## src/rtl/upconverter_pkg.sv

```systemverilog
// Shared types and constants for the upconverter sample scheduler.
// No logic; imported by the interface, the FIFO and the controller.
package upconverter_pkg;

    typedef enum logic [2:0] {
        ST_HOLD,
        ST_IDLE,
        ST_PRIME,
        ST_RUN,
        ST_DRAIN
    } upc_state_t;

    typedef struct packed {
        logic q;
        logic i;
    } iq_t;

    localparam logic MUTE_PHASE_RST = 1'b0;
    // PRIME hands over to RUN once the FIFO holds FIFO_DEPTH / PRIME_DIV samples.
    localparam int   PRIME_DIV      = 2;

endpackage

```

## src/rtl/upconverter_ctrl_if.sv

```systemverilog
// Valid/ready stream of 1-bit I/Q pairs from the MASH modulators.
// Transfer happens on tvalid && tready; no data-path state.
interface upconverter_ctrl_if;
    import upconverter_pkg::*;

    iq_t  tdata;
    logic tvalid;
    logic tready;

    modport master (output tdata, output tvalid, input tready);
    modport slave  (input tdata, input tvalid, output tready);

endinterface

```

## src/rtl/iq_fifo.sv

```systemverilog
// Synchronous I/Q sample FIFO: read data is the current head (0-cycle read), writes land next edge.
// Pushes are dropped when full, pops ignored when empty; flush empties it in one cycle.
module iq_fifo
    import upconverter_pkg::*;
#(
    parameter int DEPTH = 8
) (
    input  logic                     clk,
    input  logic                     rst_n,
    input  logic                     flush,
    input  logic                     push,
    input  iq_t                      wdata,
    input  logic                     pop,
    output iq_t                      rdata,
    output logic                     full,
    output logic                     empty,
    output logic [$clog2(DEPTH):0]   count
);
    localparam int AW = $clog2(DEPTH);
    localparam int CW = AW + 1;

    iq_t           mem [DEPTH];
    logic [AW-1:0] wr_ptr;
    logic [AW-1:0] rd_ptr;
    logic          do_push;
    logic          do_pop;

    assign full    = (count == CW'(DEPTH));
    assign empty   = (count == '0);
    assign do_push = push && !full;
    assign do_pop  = pop && !empty;
    assign rdata   = mem[rd_ptr];

    always_ff @(posedge clk) begin
        if (do_push && !flush) begin
            mem[wr_ptr] <= wdata;
        end
    end

    always_ff @(posedge clk or negedge rst_n) begin
        if (!rst_n) begin
            wr_ptr <= '0;
            rd_ptr <= '0;
            count  <= '0;
        end else if (flush) begin
            wr_ptr <= '0;
            rd_ptr <= '0;
            count  <= '0;
        end else begin
            if (do_push) begin
                wr_ptr <= wr_ptr + AW'(1);
            end
            if (do_pop) begin
                rd_ptr <= rd_ptr + AW'(1);
            end
            case ({do_push, do_pop})
                2'b10:   count <= count + CW'(1);
                2'b01:   count <= count - CW'(1);
                default: count <= count;
            endcase
        end
    end

endmodule

```

## src/rtl/upconverter_ctrl.sv

```systemverilog
// Serializer reset sequencer + sample scheduler: one registered I/Q pair per aclk, mute pattern on underflow.
// Output latency one edge after FIFO pop; tready = !full only in PRIME/RUN, so upstream stalls elsewhere.
module upconverter_ctrl
    import upconverter_pkg::*;
#(
    parameter int RST_HOLD_CYCLES = 16,
    parameter int FIFO_DEPTH      = 8,
    parameter int UNDERFLOW_CNT_W = 16
) (
    input  logic                       aclk,
    input  logic                       rst_n,
    input  logic                       locked,
    input  logic                       enable,
    upconverter_ctrl_if.slave          s_axis,
    output logic                       data_i,
    output logic                       data_q,
    output logic                       serdes_rst_n,
    output logic                       running,
    output logic                       underflow_pulse,
    output logic [UNDERFLOW_CNT_W-1:0] underflow_cnt
);
    localparam int              HCW       = $clog2(RST_HOLD_CYCLES);
    localparam int              CW        = $clog2(FIFO_DEPTH) + 1;
    localparam logic [HCW-1:0]  HOLD_LAST = HCW'(RST_HOLD_CYCLES - 1);
    localparam logic [CW-1:0]   PRIME_LVL = CW'(FIFO_DEPTH / PRIME_DIV);

    upc_state_t     state;
    upc_state_t     state_nxt;
    logic [HCW-1:0] hold_cnt;
    logic [HCW-1:0] hold_nxt;
    logic           phase;
    logic           tready;
    logic           push;
    logic           pop;
    logic           mute;
    logic           uflow;
    logic           flush;
    iq_t            fifo_head;
    logic           fifo_full;
    logic           fifo_empty;
    logic [CW-1:0]  fifo_count;

    assign tready        = ((state == ST_PRIME) || (state == ST_RUN)) && !fifo_full;
    assign s_axis.tready = tready;
    assign push          = s_axis.tvalid && tready;

    iq_fifo #(
        .DEPTH (FIFO_DEPTH)
    ) u_fifo (
        .clk   (aclk),
        .rst_n (rst_n),
        .flush (flush),
        .push  (push),
        .wdata (s_axis.tdata),
        .pop   (pop),
        .rdata (fifo_head),
        .full  (fifo_full),
        .empty (fifo_empty),
        .count (fifo_count)
    );

    always_comb begin
        state_nxt = state;
        hold_nxt  = hold_cnt;
        pop       = 1'b0;
        mute      = 1'b0;
        uflow     = 1'b0;
        flush     = 1'b0;
        // Lock loss overrides everything, including a sample accepted on this edge.
        if ((state != ST_HOLD) && !locked) begin
            state_nxt = ST_HOLD;
            hold_nxt  = '0;
            flush     = 1'b1;
        end else begin
            case (state)
                ST_HOLD: begin
                    flush = 1'b1;
                    if (!locked) begin
                        hold_nxt = '0;
                    end else if (hold_cnt == HOLD_LAST) begin
                        state_nxt = ST_IDLE;
                        hold_nxt  = '0;
                    end else begin
                        hold_nxt = hold_cnt + HCW'(1);
                    end
                end
                ST_IDLE: begin
                    mute = 1'b1;
                    if (enable) begin
                        state_nxt = ST_PRIME;
                    end
                end
                ST_PRIME: begin
                    mute = 1'b1;
                    if (!enable) begin
                        state_nxt = ST_DRAIN;
                    end else if (fifo_count >= PRIME_LVL) begin
                        state_nxt = ST_RUN;
                    end
                end
                ST_RUN: begin
                    if (!fifo_empty) begin
                        pop = 1'b1;
                    end else begin
                        mute  = 1'b1;
                        uflow = 1'b1;
                    end
                    if (!enable) begin
                        state_nxt = ST_DRAIN;
                    end
                end
                ST_DRAIN: begin
                    if (!fifo_empty) begin
                        pop = 1'b1;
                    end else begin
                        mute      = 1'b1;
                        state_nxt = ST_IDLE;
                    end
                end
                default: state_nxt = ST_HOLD;
            endcase
        end
    end

    always_ff @(posedge aclk or negedge rst_n) begin
        if (!rst_n) begin
            state           <= ST_HOLD;
            hold_cnt        <= '0;
            phase           <= MUTE_PHASE_RST;
            data_i          <= 1'b0;
            data_q          <= 1'b0;
            serdes_rst_n    <= 1'b0;
            running         <= 1'b0;
            underflow_pulse <= 1'b0;
            underflow_cnt   <= '0;
        end else begin
            state           <= state_nxt;
            hold_cnt        <= hold_nxt;
            serdes_rst_n    <= (state_nxt != ST_HOLD);
            running         <= (state_nxt == ST_RUN);
            underflow_pulse <= uflow;
            if (pop) begin
                data_i <= fifo_head.i;
                data_q <= fifo_head.q;
            end else if (mute) begin
                data_i <= phase;
                data_q <= phase;
            end else begin
                data_i <= 1'b0;
                data_q <= 1'b0;
            end
            // Equal I and Q bits serialize to 1001/0110 alternately: zero mean.
            if (state_nxt == ST_HOLD) begin
                phase <= MUTE_PHASE_RST;
            end else if (mute) begin
                phase <= ~phase;
            end
            if (uflow && (underflow_cnt != '1)) begin
                underflow_cnt <= underflow_cnt + UNDERFLOW_CNT_W'(1);
            end
        end
    end

endmodule
```

## src/flat_wrapper.sv

```systemverilog
// flat-port wrapper written by rule: the top's interface ports become plain ports
module upconverter_ctrl_flat import upconverter_pkg::*;
#(
    parameter int RST_HOLD_CYCLES = 16,
    parameter int FIFO_DEPTH      = 8,
    parameter int UNDERFLOW_CNT_W = 16
)
  (aclk, rst_n, locked, enable, data_i, data_q, serdes_rst_n, running, underflow_pulse, underflow_cnt, s_axis_tdata, s_axis_tvalid, s_axis_tready);
  upconverter_ctrl_if s_axis_i ();
  input  logic aclk;
  input  logic rst_n;
  input  logic locked;
  input  logic enable;
  output logic data_i;
  output logic data_q;
  output logic serdes_rst_n;
  output logic running;
  output logic underflow_pulse;
  output logic [UNDERFLOW_CNT_W-1:0] underflow_cnt;
  input wire logic [$bits(s_axis_i.tdata)-1:0] s_axis_tdata;
  input wire logic [$bits(s_axis_i.tvalid)-1:0] s_axis_tvalid;
  output wire logic [$bits(s_axis_i.tready)-1:0] s_axis_tready;
  assign s_axis_i.tdata = s_axis_tdata;
  assign s_axis_i.tvalid = s_axis_tvalid;
  assign s_axis_tready = s_axis_i.tready;
  upconverter_ctrl #(.RST_HOLD_CYCLES(RST_HOLD_CYCLES), .FIFO_DEPTH(FIFO_DEPTH), .UNDERFLOW_CNT_W(UNDERFLOW_CNT_W)) u_core (.aclk(aclk), .rst_n(rst_n), .locked(locked), .enable(enable), .s_axis(s_axis_i), .data_i(data_i), .data_q(data_q), .serdes_rst_n(serdes_rst_n), .running(running), .underflow_pulse(underflow_pulse), .underflow_cnt(underflow_cnt));
endmodule
```

## config.mk

```make
export PLATFORM = sky130hd
export DESIGN_NAME = upconverter_ctrl_flat
export DESIGN_NICKNAME = d
export VERILOG_FILES = /design/src/rtl/upconverter_pkg.sv /design/src/rtl/upconverter_ctrl_if.sv /design/src/rtl/iq_fifo.sv /design/src/rtl/upconverter_ctrl.sv /design/src/flat_wrapper.sv
export SDC_FILE = /design/constraint.sdc
export NUM_CORES = 1
export LEC_CHECK = 0
export ABC_AREA = 0
export CORE_ASPECT_RATIO = 1.75
export CORE_MARGIN = 4
export CORE_UTILIZATION = 40
export DETAILED_ROUTE_END_ITERATION = 8
export SLEW_MARGIN = 20
export SYNTH_ARGS = -nofsm -noshare
export SYNTH_HDL_FRONTEND = slang
export SYNTH_SLANG_ARGS = --single-unit
```

## constraint.sdc

```tcl
create_clock -name aclk -period 3.8 [get_ports aclk]
set_input_delay 0.76 -clock aclk [delete_from_list [all_inputs] [get_ports aclk]]
set_output_delay 0.76 -clock aclk [all_outputs]
set_load 0.05 [all_outputs]
```

==> flow_summary.toml <==
[outcome]
status = "completed"

[yosys]
yosys_warnings = 0
synth-seq-area-share_pct = 51.8
synthArstFlopShare_pct = 70.9
synth_edf_count = 16
yosys.area_share.simple_pct = 21.2
ys_ff_latch = 55
syn_area_mm2 = 0.00281
synth.area.top_cells = "dfrtp_1 (35%), edfxtp_1 (17%), xor2_1 (5.0%)"
synth_top_family_by_area = "simple AND/OR/NAND/NOR gates"
yosysTopAreaCell = "dfrtp_1"
synth-compound-area-share_pct = 8.54
synth_top_cell_area_share_pct = 34.7
synthMuxAreaShare_pct = 5.78
avgSynthCellArea_um2 = 11.3
synth_fa_ha_area_share_pct = 3.56
synth_cells = 248
post_synth_num_cell_types = 49
synthFlopType = "dfrtp_1"
syn_nets = 263
synth_common_cells = "dfrtp_1 (39), nor2_1 (19), edfxtp_1 (16), xor2_1 (16)"
synth_xor_area_share_pct = 6.23
synth.most_common_cell = "dfrtp_1"

[clock_tree]
cts_sinks = 55
htreeDepth = 2
cts-root-buf = "clkbuf_16"
clk_latency_ns = 0.30
cts_tree = "done"
cts_buffers = 5
ctsHoldBuffers = 0
path_clk_slew_ns = 0.07
cts_buffer_depth = 2
cts_resized = 0
post-cts-setup-buffers = 0

[global_route]
grt_overflow_total = 0
grt_pass1_vias = 2086
grt_max_degree = 40
grt_pass1_wl_mm = 10.0
antenna_found_initial = 0
track_usage_pct = 15.1

[sta]
worst_slew_pin_slew_ns = 0.923
setup_viol = 0
fmax_mhz = 295
fin_crit_sh_pct = 89.2
fin_crit_ns = 3.39
hold_viol_final = 0
tns_ns = 0
finalMaxSlewViolations = 0
relSlewSlack_pct = 38.5
fin_worst_skew_ns = 0.00661
rsz0062_at_grt = "false"

[worst_setup_path]
cp-start-kind = "input pin"
worstPathCellList = "clkdlybuf4s50_1, nor2b_1, a21o_1, nand2_1, inv_1, ha_1, ha_1, a31o_2, a221o_1, or3_1, a21oi_1"
crit_slowest_cell = "clkdlybuf4s50_1"
cp_data_arrival_time_ns = 3.61
critPathMostFrequentCell = "ha_1"
cp-end-kind = "register"
crit_type = "input pin to register"
required_ns = 4.02
path_max_fanout = 7
slowest_delay_ns = 0.58

[job]
max_cap_violations = 0

[detailed_routing]
num_vias = 2000
dr.pass1.iters = 5
drc = 0
wl_per_cell_um = 16.4
wl_mm = 5.93
ant_nets = 0
drtIter0Drc = 84
viasPerCell = 5.54

[die]
core_mm2 = 0.00686
die_x_um = 71.4
die_area_mm2 = 0.00849
die_y_um = 119
rows = 40
num_io_pins = 29
initial_core_util_pct = 41.0

[placed_design]
gp_congestion = 0.766
dp_hpwl_mm = 4.37
io_buffers = 28

[power]
power_mw = 1.10
power_leakage_nw = 1.36
powerDensity_mw_per_mm2 = 333
ir_drop_mv = 0.246

[finish]
antenna_cells = 0
syn_to_final_growth_pct = 17.3
nets = 291
final.fill_count = 657
drive_above_1_share_pct = 9.39

[hold_path]
hold_class = "register to register"
where the power goes:
group	switching, mW	total (mW)	internal, mW
combinational	0.0187	0.0285	0.00980
sequential	0.00293	0.615	0.612
clock	0.211	0.454	0.243
total	0.232	1.10	0.865
placed cells by master, fill, tap and decap left out, types with 2 or more instances in the layout:
cell	instances
dfrtp_1	39
clkdlybuf4s50_1	27
nor2_1	19
xor2_1	16
edfxtp_1	16
a21oi_1	13
nand2_1	13
nor3_1	12
o21ai_0	12
nand3_1	11
ha_1	8
or3_1	7
inv_1	7
and2_1	5
mux2i_1	5
nand4_1	5
clkbuf_16	5
and3_1	4
mux4_2	4
xnor2_1	4
nand2b_1	3
o21a_1	3
or2_2	2
or4_1	2
and4_1	2
nor4_4	2
mux2_2	2
nor3b_1	2
nor4_1	2
buf_4	2
area by class of cell:
| type | count | area (um^2) | share of cell area [%] |
|---|---|---|---|
| sequential | 55 | 1460 | 44.2 |
| multi-input combinational | 177 | 1270 | 38.7 |
| timing repair buffer | 30 | 290 | 8.80 |
| clock buffer | 5 | 125 | 3.79 |
| tap | 84 | 105 | 3.19 |
| inverter | 7 | 26.3 | 0.797 |
| clock inverter | 3 | 20.0 | 0.607 |
path summary, 6_finish.rpt:
| path | from | endpoint | slack [ns] | cells after the start |
|---|---|---|---|---|
| max | locked | u_core.u_fifo.count[3] | 0.41 | 11 |
| min | u_core.underflow_cnt[9] | u_core.underflow_cnt[9] | 0.50 | 1 |
| max reg2reg | u_core.u_fifo.count[0] | u_core.u_fifo.count[3] | 0.59 | 9 |
| min reg2reg | u_core.underflow_cnt[9] | u_core.underflow_cnt[9] | 0.50 | 1 |
| max in group asynchronous | rst_n | u_core.data_q | 2.62 | 1 |
| min in group asynchronous | rst_n | u_core.state[2] | 0.60 | 1 |
through the flow:
stage / util, % / std cells / hold WS, ns / cell area [um^2] / setup WS, ns
detailed placement: 46.0 / 353 / 0.492 / 3150 / 0.131
floorplan: - / 248 / 0.464 / 2810 / 0.793
global placement: 46.0 / 353 / 0.480 / 3150 / 0.212
finish: 48.1 / 361 / 0.503 / 3300 / 0.409
CTS: 48.1 / 361 / 0.502 / 3300 / 0.410
global route: 48.1 / 361 / 0.512 / 3300 / 0.200
registers in the layout, indices dropped and copies added, names as in the netlist:
register,cells
u_core.u_fifo.mem,16
u_core.underflow_cnt,16
u_core.hold_cnt,4
u_core.u_fifo.count,4
u_core.state,3
u_core.u_fifo.rd_ptr,3
u_core.u_fifo.wr_ptr,3
u_core.data_i,1
u_core.data_q,1
u_core.phase,1
u_core.running,1
u_core.serdes_rst_n,1
u_core.underflow_pulse,1
per-layer routing:
| metal | vias to the layer above | part of all wire (%) | global-route usage [%] |
|---|---|---|---|
| li1 | 968 | - | - |
| met1 | 976 | 37 | 15.6 |
| met2 | 40 | 56 | 27.4 |
| met3 | 16 | 3.1 | 2.36 |
| met4 | 0 | 4.3 | 9.29 |
| met5 | - | 0 | 0 |
kinds of logic (layout without fill, tap and decap cells):
kind of cell               after synthesis  in the layout
buffers and inverters                   16             45
muxes                                   11             11
DFF                                     55             55
xor gates and xnor gates                20             20
and+or+nand+nor                        101            101
AOI/OAI and AO/OA                       37             37
adders and majority gates                8              8
critical path, delay by kind of cell:
kind,cells,cell delay [ns]
AOI/OAI and AO/OA,4,0.95
adders and majority gates,2,0.59
buffers and inverters,2,0.66
and+or+nand+nor,3,0.65
(Power assumes the default switching activity.)
